==> config.mk <==
export PLATFORM = sky130hd
export DESIGN_NAME = predistort_merge_flat
export DESIGN_NICKNAME = d
export VERILOG_FILES = /design/src/rtl/predistort_merge_if.sv /design/src/rtl/predistort_merge.sv /design/src/flat_wrapper.sv
export SDC_FILE = /design/constraint.sdc
export NUM_CORES = 1
export LEC_CHECK = 0
export CORE_UTILIZATION = 39
export CTS_BUF_LIST = sky130_fd_sc_hd__clkbuf_16
export DETAILED_ROUTE_END_ITERATION = 12
export PLACE_DENSITY = 0.81
export SETUP_SLACK_MARGIN = 0.02
export SLEW_MARGIN = 10
export SYNTH_ARGS = -nofsm -noshare
export SYNTH_HDL_FRONTEND = slang
export SYNTH_SLANG_ARGS = --single-unit
export TNS_END_PERCENT = 10
==> constraint.sdc <==
create_clock -name clk -period 2.2 [get_ports clk]
set_input_delay 0.66 -clock clk [delete_from_list [all_inputs] [get_ports clk]]
set_output_delay 0.66 -clock clk [all_outputs]
set_load 0.03 [all_outputs]
==> src/rtl/predistort_merge_if.sv <==
// ============================================================================
//  Module      : predistort_merge_if
//  Description : Four-channel input stream and merged output stream bundle.
//  Revision    : 1.0 - initial release
// ============================================================================
`default_nettype none

interface predistort_merge_if #(
    parameter int WIDTH = 16
);
    logic [4*WIDTH-1:0] i_tdata;
    logic [3:0]         i_tlast;
    logic [3:0]         i_tvalid;
    logic [3:0]         i_tready;
    logic [WIDTH-1:0]   o_tdata;
    logic [1:0]         o_tuser;
    logic               o_tlast;
    logic               o_tvalid;
    logic               o_tready;

    // Merge block side
    modport slave (
        input  i_tdata, i_tlast, i_tvalid,
        output i_tready,
        output o_tdata, o_tuser, o_tlast, o_tvalid,
        input  o_tready
    );

    // Traffic source / sink side
    modport master (
        output i_tdata, i_tlast, i_tvalid,
        input  i_tready,
        input  o_tdata, o_tuser, o_tlast, o_tvalid,
        output o_tready
    );
endinterface

`default_nettype wire

==> src/rtl/predistort_merge.sv <==
// ============================================================================
//  Module      : predistort_merge
//  Description : Packet-granular round-robin 4:1 stream merge with a
//                registered output stage.
//  Revision    : 1.0 - initial release
// ============================================================================
`default_nettype none

module predistort_merge #(
    parameter int         WIDTH       = 16,
    parameter logic [3:0] ACTIVE_MASK = 4'b1111
) (
    input  wire logic            clk,
    input  wire logic            reset_n,
    input  wire logic            clear,
    predistort_merge_if.slave    bus
);

    typedef enum logic [0:0] {
        IDLE = 1'b0,
        PASS = 1'b1
    } state_t;

    state_t           r_state;
    state_t           w_state_nxt;
    logic [1:0]       r_ptr;
    logic [1:0]       r_grant;
    logic [WIDTH-1:0] r_tdata;
    logic [1:0]       r_tuser;
    logic             r_tlast;
    logic             r_tvalid;

    logic [3:0]       w_elig;
    logic [1:0]       w_pick;
    logic [1:0]       w_idx;
    logic             w_found;
    logic             w_out_free;
    logic             w_accept;
    logic             w_cur_last;
    logic [WIDTH-1:0] w_chan_data [4];

    for (genvar n = 0; n < 4; n++) begin : g_chan
        assign w_chan_data[n] = bus.i_tdata[n*WIDTH +: WIDTH];
    end

    assign w_elig     = bus.i_tvalid & ACTIVE_MASK;
    assign w_out_free = ~r_tvalid | bus.o_tready;
    assign w_accept   = (r_state == PASS) & bus.i_tvalid[r_grant] & w_out_free;
    assign w_cur_last = bus.i_tlast[r_grant];

    // Round-robin search from r_ptr; descending loop lets the nearest hit win.
    always_comb begin
        w_found = 1'b0;
        w_pick  = r_ptr;
        w_idx   = r_ptr;
        for (int k = 3; k >= 0; k--) begin
            w_idx = r_ptr + 2'(k);
            if (w_elig[w_idx]) begin
                w_found = 1'b1;
                w_pick  = w_idx;
            end
        end
    end

    always_comb begin
        w_state_nxt  = r_state;
        bus.i_tready = 4'b0000;
        case (r_state)
            IDLE: begin
                if (w_found) begin
                    w_state_nxt = PASS;
                end
            end
            PASS: begin
                if (w_out_free) begin
                    bus.i_tready[r_grant] = 1'b1;
                end
                if (w_accept && w_cur_last) begin
                    w_state_nxt = IDLE;
                end
            end
            default: w_state_nxt = IDLE;
        endcase
    end

    always_ff @(posedge clk or negedge reset_n) begin
        if (!reset_n) begin
            r_state  <= IDLE;
            r_ptr    <= 2'd0;
            r_grant  <= 2'd0;
            r_tdata  <= '0;
            r_tuser  <= 2'd0;
            r_tlast  <= 1'b0;
            r_tvalid <= 1'b0;
        end else if (clear) begin
            // Clear wins over a beat accepted on the same edge; that beat is dropped.
            r_state  <= IDLE;
            r_ptr    <= 2'd0;
            r_grant  <= 2'd0;
            r_tdata  <= '0;
            r_tuser  <= 2'd0;
            r_tlast  <= 1'b0;
            r_tvalid <= 1'b0;
        end else begin
            r_state <= w_state_nxt;
            if ((r_state == IDLE) && w_found) begin
                r_grant <= w_pick;
            end
            if (w_accept && w_cur_last) begin
                r_ptr <= r_grant + 2'd1;
            end
            if (w_accept) begin
                r_tdata  <= w_chan_data[r_grant];
                r_tuser  <= r_grant;
                r_tlast  <= w_cur_last;
                r_tvalid <= 1'b1;
            end else if (bus.o_tready) begin
                r_tvalid <= 1'b0;
            end
        end
    end

    assign bus.o_tdata  = r_tdata;
    assign bus.o_tuser  = r_tuser;
    assign bus.o_tlast  = r_tlast;
    assign bus.o_tvalid = r_tvalid;

endmodule

`default_nettype wire

==> src/flat_wrapper.sv <==
// flat-port wrapper written by rule: the top's interface ports become plain ports
module predistort_merge_flat 
#(
    parameter int         WIDTH       = 16,
    parameter logic [3:0] ACTIVE_MASK = 4'b1111
)
  (clk, reset_n, clear, bus_i_tdata, bus_i_tlast, bus_i_tvalid, bus_i_tready, bus_o_tdata, bus_o_tuser, bus_o_tlast, bus_o_tvalid, bus_o_tready);
  predistort_merge_if #(.WIDTH(WIDTH)) bus_i ();
  input  wire logic clk;
  input  wire logic reset_n;
  input  wire logic clear;
  input wire logic [$bits(bus_i.i_tdata)-1:0] bus_i_tdata;
  input wire logic [$bits(bus_i.i_tlast)-1:0] bus_i_tlast;
  input wire logic [$bits(bus_i.i_tvalid)-1:0] bus_i_tvalid;
  output wire logic [$bits(bus_i.i_tready)-1:0] bus_i_tready;
  output wire logic [$bits(bus_i.o_tdata)-1:0] bus_o_tdata;
  output wire logic [$bits(bus_i.o_tuser)-1:0] bus_o_tuser;
  output wire logic [$bits(bus_i.o_tlast)-1:0] bus_o_tlast;
  output wire logic [$bits(bus_i.o_tvalid)-1:0] bus_o_tvalid;
  input wire logic [$bits(bus_i.o_tready)-1:0] bus_o_tready;
  assign bus_i.i_tdata = bus_i_tdata;
  assign bus_i.i_tlast = bus_i_tlast;
  assign bus_i.i_tvalid = bus_i_tvalid;
  assign bus_i_tready = bus_i.i_tready;
  assign bus_o_tdata = bus_i.o_tdata;
  assign bus_o_tuser = bus_i.o_tuser;
  assign bus_o_tlast = bus_i.o_tlast;
  assign bus_o_tvalid = bus_i.o_tvalid;
  assign bus_i.o_tready = bus_o_tready;
  predistort_merge #(.WIDTH(WIDTH), .ACTIVE_MASK(ACTIVE_MASK)) u_core (.clk(clk), .reset_n(reset_n), .clear(clear), .bus(bus_i));
endmodule
==> results.sh <==
export IMPL_status="complete, no violations"
export IMPL_ff2ff_setup_slack_ns=0.38
export IMPL_worstSetupStartpoint="u_core.r_grant[0]$_DFFE_PN0P_"
export IMPL_synth_seq_area_share_pct=34.6
export IMPL_crit_arrival_ns=1.40
export IMPL_num_io_pins=100
export IMPL_drt_iter0_markers=65
export IMPL_hold_class="register to register"
export IMPL_portBuffers=99
export IMPL_setup_violations=0
export IMPL_synth_seq_cells=25
export IMPL_fin_skew_ns=0.00206
export IMPL_cts_root_buf="clkbuf_16"
export IMPL_place_ws_ns=-0.0685
export IMPL_row_count=24
export IMPL_top_layer="met4"
export IMPL_clock_latency_ns=0.26
export IMPL_syn_area_um2=1810
export IMPL_end_kind="output port"
export IMPL_min_path_cells=2
export IMPL_post_synth_cell_area_avg_um2=11.4
export IMPL_layout_drive_gt1_share_pct=27.6
export IMPL_met1_length_mm=1.92
export IMPL_grtUsageTotal_pct=20.9
export IMPL_timing_rr_end="u_core.r_ptr[1]$_DFFE_PN0P_"
export IMPL_drt_wl_total_mm=4.83
export IMPL_fmax_mhz=486
export IMPL_n_antenna_cell=0
export IMPL_final_core_util_pct=69.6
export IMPL_firstDrtPassIters=4
export IMPL_dr_wl_met3_um=249
export IMPL_synth_cells=158
export IMPL_clk_path_buf_depth=2
export IMPL_yosysTopAreaCell="dfrtp_1"
export IMPL_final_common_cell="clkdlybuf4s50_1"
export IMPL_grt_overflow=0
export IMPL_nets=349
export IMPL_cts_buffers=3
export IMPL_crit_type="register to output port"
export IMPL_synth_top_area_share_pct=34.6
export IMPL_postSynthNetCount=238
export IMPL_place_congestion=0.856
export IMPL_grt_pass1_vias=1798
export IMPL_hold_viol_final=0
export IMPL_dr_wl_met2_mm=2.59
export IMPL_grt_max_degree=26
export IMPL_die_w_um=70.1
export IMPL_fin_crit_sh_pct=93.6
export IMPL_start_util_pct=41.0
export IMPL_synth_area_leaders="dfrtp_1 (35%), mux4_2 (22%), nand2_4 (6.2%), nand2_1 (5.8%), a21oi_2 (4.8%)"
export IMPL_p_leak_nw=1.26
export IMPL_p_per_area_nw_per_um2=482
export IMPL_worst_ir_drop_vdd_mv=0.283
export IMPL_grt_pass1_wl_mm=8.19
export IMPL_dp_cells=316
export IMPL_wl_per_cell_um=15.1
export IMPL_syn_to_final_growth_pct=69.8
export IMPL_ys_warn_count=0
export IMPL_worst_slew_pin_slew_ns=0.387
export IMPL_synthDistinctLibCells=34
export IMPL_reg2reg_from="u_core.r_grant[0]$_DFFE_PN0P_"
export IMPL_cts_sinks=25
export IMPL_via_per_inst=5.19
export IMPL_final_cells=320
export IMPL_antenna_found_initial=0
export IMPL_slew_viol_final=0
export IMPL_min_from="u_core.bus.o_tlast$_DFFE_PN0P_"
export IMPL_rsz0062_at_grt="no"
export IMPL_die_area_um2=4910
export IMPL_layout_common_cells="clkdlybuf4s50_1 (94), nand2_1 (28), dfrtp_1 (25)"
export IMPL_holdWs_ns=0.524
export IMPL_layout_min_cycle_time_ns=2.06
export IMPL_clock_power_share_pct=27.8
export IMPL_crit_path_start_kind="register"
export IMPL_required_ns=1.54
export IMPL_hold_end="u_core.bus.o_tlast$_DFFE_PN0P_"
export IMPL_drc=0
export IMPL_ctsHtreeMaxLevel=1
export IMPL_placed_area_um2=2960
export IMPL_num_vias=1662
export IMPL_hold_buffers=0
export IMPL_switching_share_pct=28.9
export IMPL_cts_tree="built"
export IMPL_path_clk_slew_ns=0.07
export IMPL_place_detailed_hpwl_mm=3.92
export IMPL_die_h_um=70.1
export IMPL_p_sw_uw=427
export IMPL_cap_violations=0
export IMPL_max_slew_margin_pct=74.2
export IMPL_core_area_um2=4410
export IMPL_reg2reg_depth=5
export IMPL_fin_area_um2=3070
export IMPL_antenna_left=0
export IMPL_setup_ws_ns=0.141
export IMPL_p_int_mw=1.05
export IMPL_p_comb_share_pct=37.5
export IMPL_cp_max_fo=6
export IMPL_seqPwrFrac_pct=34.8
metrics by stage:
stage               total power [mW]  TNS (ns)
floorplan                      0.803         0
global placement                1.06    -0.480
detailed placement              1.07    -0.920
CTS                             1.50         0
global route                    1.55         0
finish                          1.48         0
metal layers:
metal | track usage [%] | vias to the layer above
li1 | - | 798
met1 | 24.1 | 799
met2 | 39.5 | 59
met3 | 3.46 | 6
met4 | 5.78 | 0
met5 | 0 | -
worst max-delay path by stage:
stage	end	slack [ns]	depth (start not counted)
detailed placement	bus_i_tready[2]	-0.07	4
global placement	bus_i_tready[0]	-0.04	4
floorplan	bus_i_tready[2]	0.16	5
global route	bus_i_tready[2]	0.1	4
finish	bus_i_tready[3]	0.14	4
CTS	bus_i_tready[3]	0.14	4
state kept, by name, summed over array words and instances (netlist names):
register and count:
u_core.bus.o_tvalid 1, u_core.r_state 1, u_core.bus.o_tdata 16, u_core.r_ptr 2, u_core.bus.o_tlast 1, u_core.bus.o_tuser 2, u_core.r_grant 2
synth_stat cells (all sizes together):
cell and n:
mux4 18, nor2b 1, nand2 38, o32ai 1
a211o 1, and3 5, nand3 1, a221oi 1
nor4 1, mux2 1, buf 8, mux2i 4
a2bb2oi 3, inv 4, nand2b 1, a21oi 23
ha 4, o21ai 4, nor2 4, nand4 1
dfrtp 25, o21a 1, nand3b 1, clkbuf 5
a31o 1, o211ai 1
power groups by stage:
stage               clock [mW]  combinational [mW]  sequential, mW
finish                   0.411               0.554           0.514
global route             0.440               0.594           0.518
CTS                      0.422               0.560           0.514
detailed placement           0               0.553           0.522
global placement             0               0.542           0.520
floorplan                    0               0.239           0.564
area by class of cell:
type                       instances  area (um2)
inverter                           4        15.0
multi-input combinational        116        1090
clock buffer                       3        75.1
tap                               52        65.1
clock inverter                     1        7.51
timing repair buffer             119        1190
sequential                        25         626
fill                             356        1340
kinds of logic after synthesis:
family          synth area share (%)
compound gates                  14.1
mux                             25.3
fa+ha+maj                       2.77
simple gates                    17.2
flops                           34.6
buf+inv                         6.02
what timing repair did:
item	CTS	global route
setup buffers	0	0
gates resized for setup	7	0
hold endpoints to repair	0	0
endpoints found under the setup margin	4	0
worst max-delay path: stages (launching register included):
cell and delay (ns):
dfrtp_1 0.46, buf_4 0.20, ha_1 0.18, and3_1 0.13, buf_4 0.16
No activity file was read; power rests on OpenSTA's default activity.
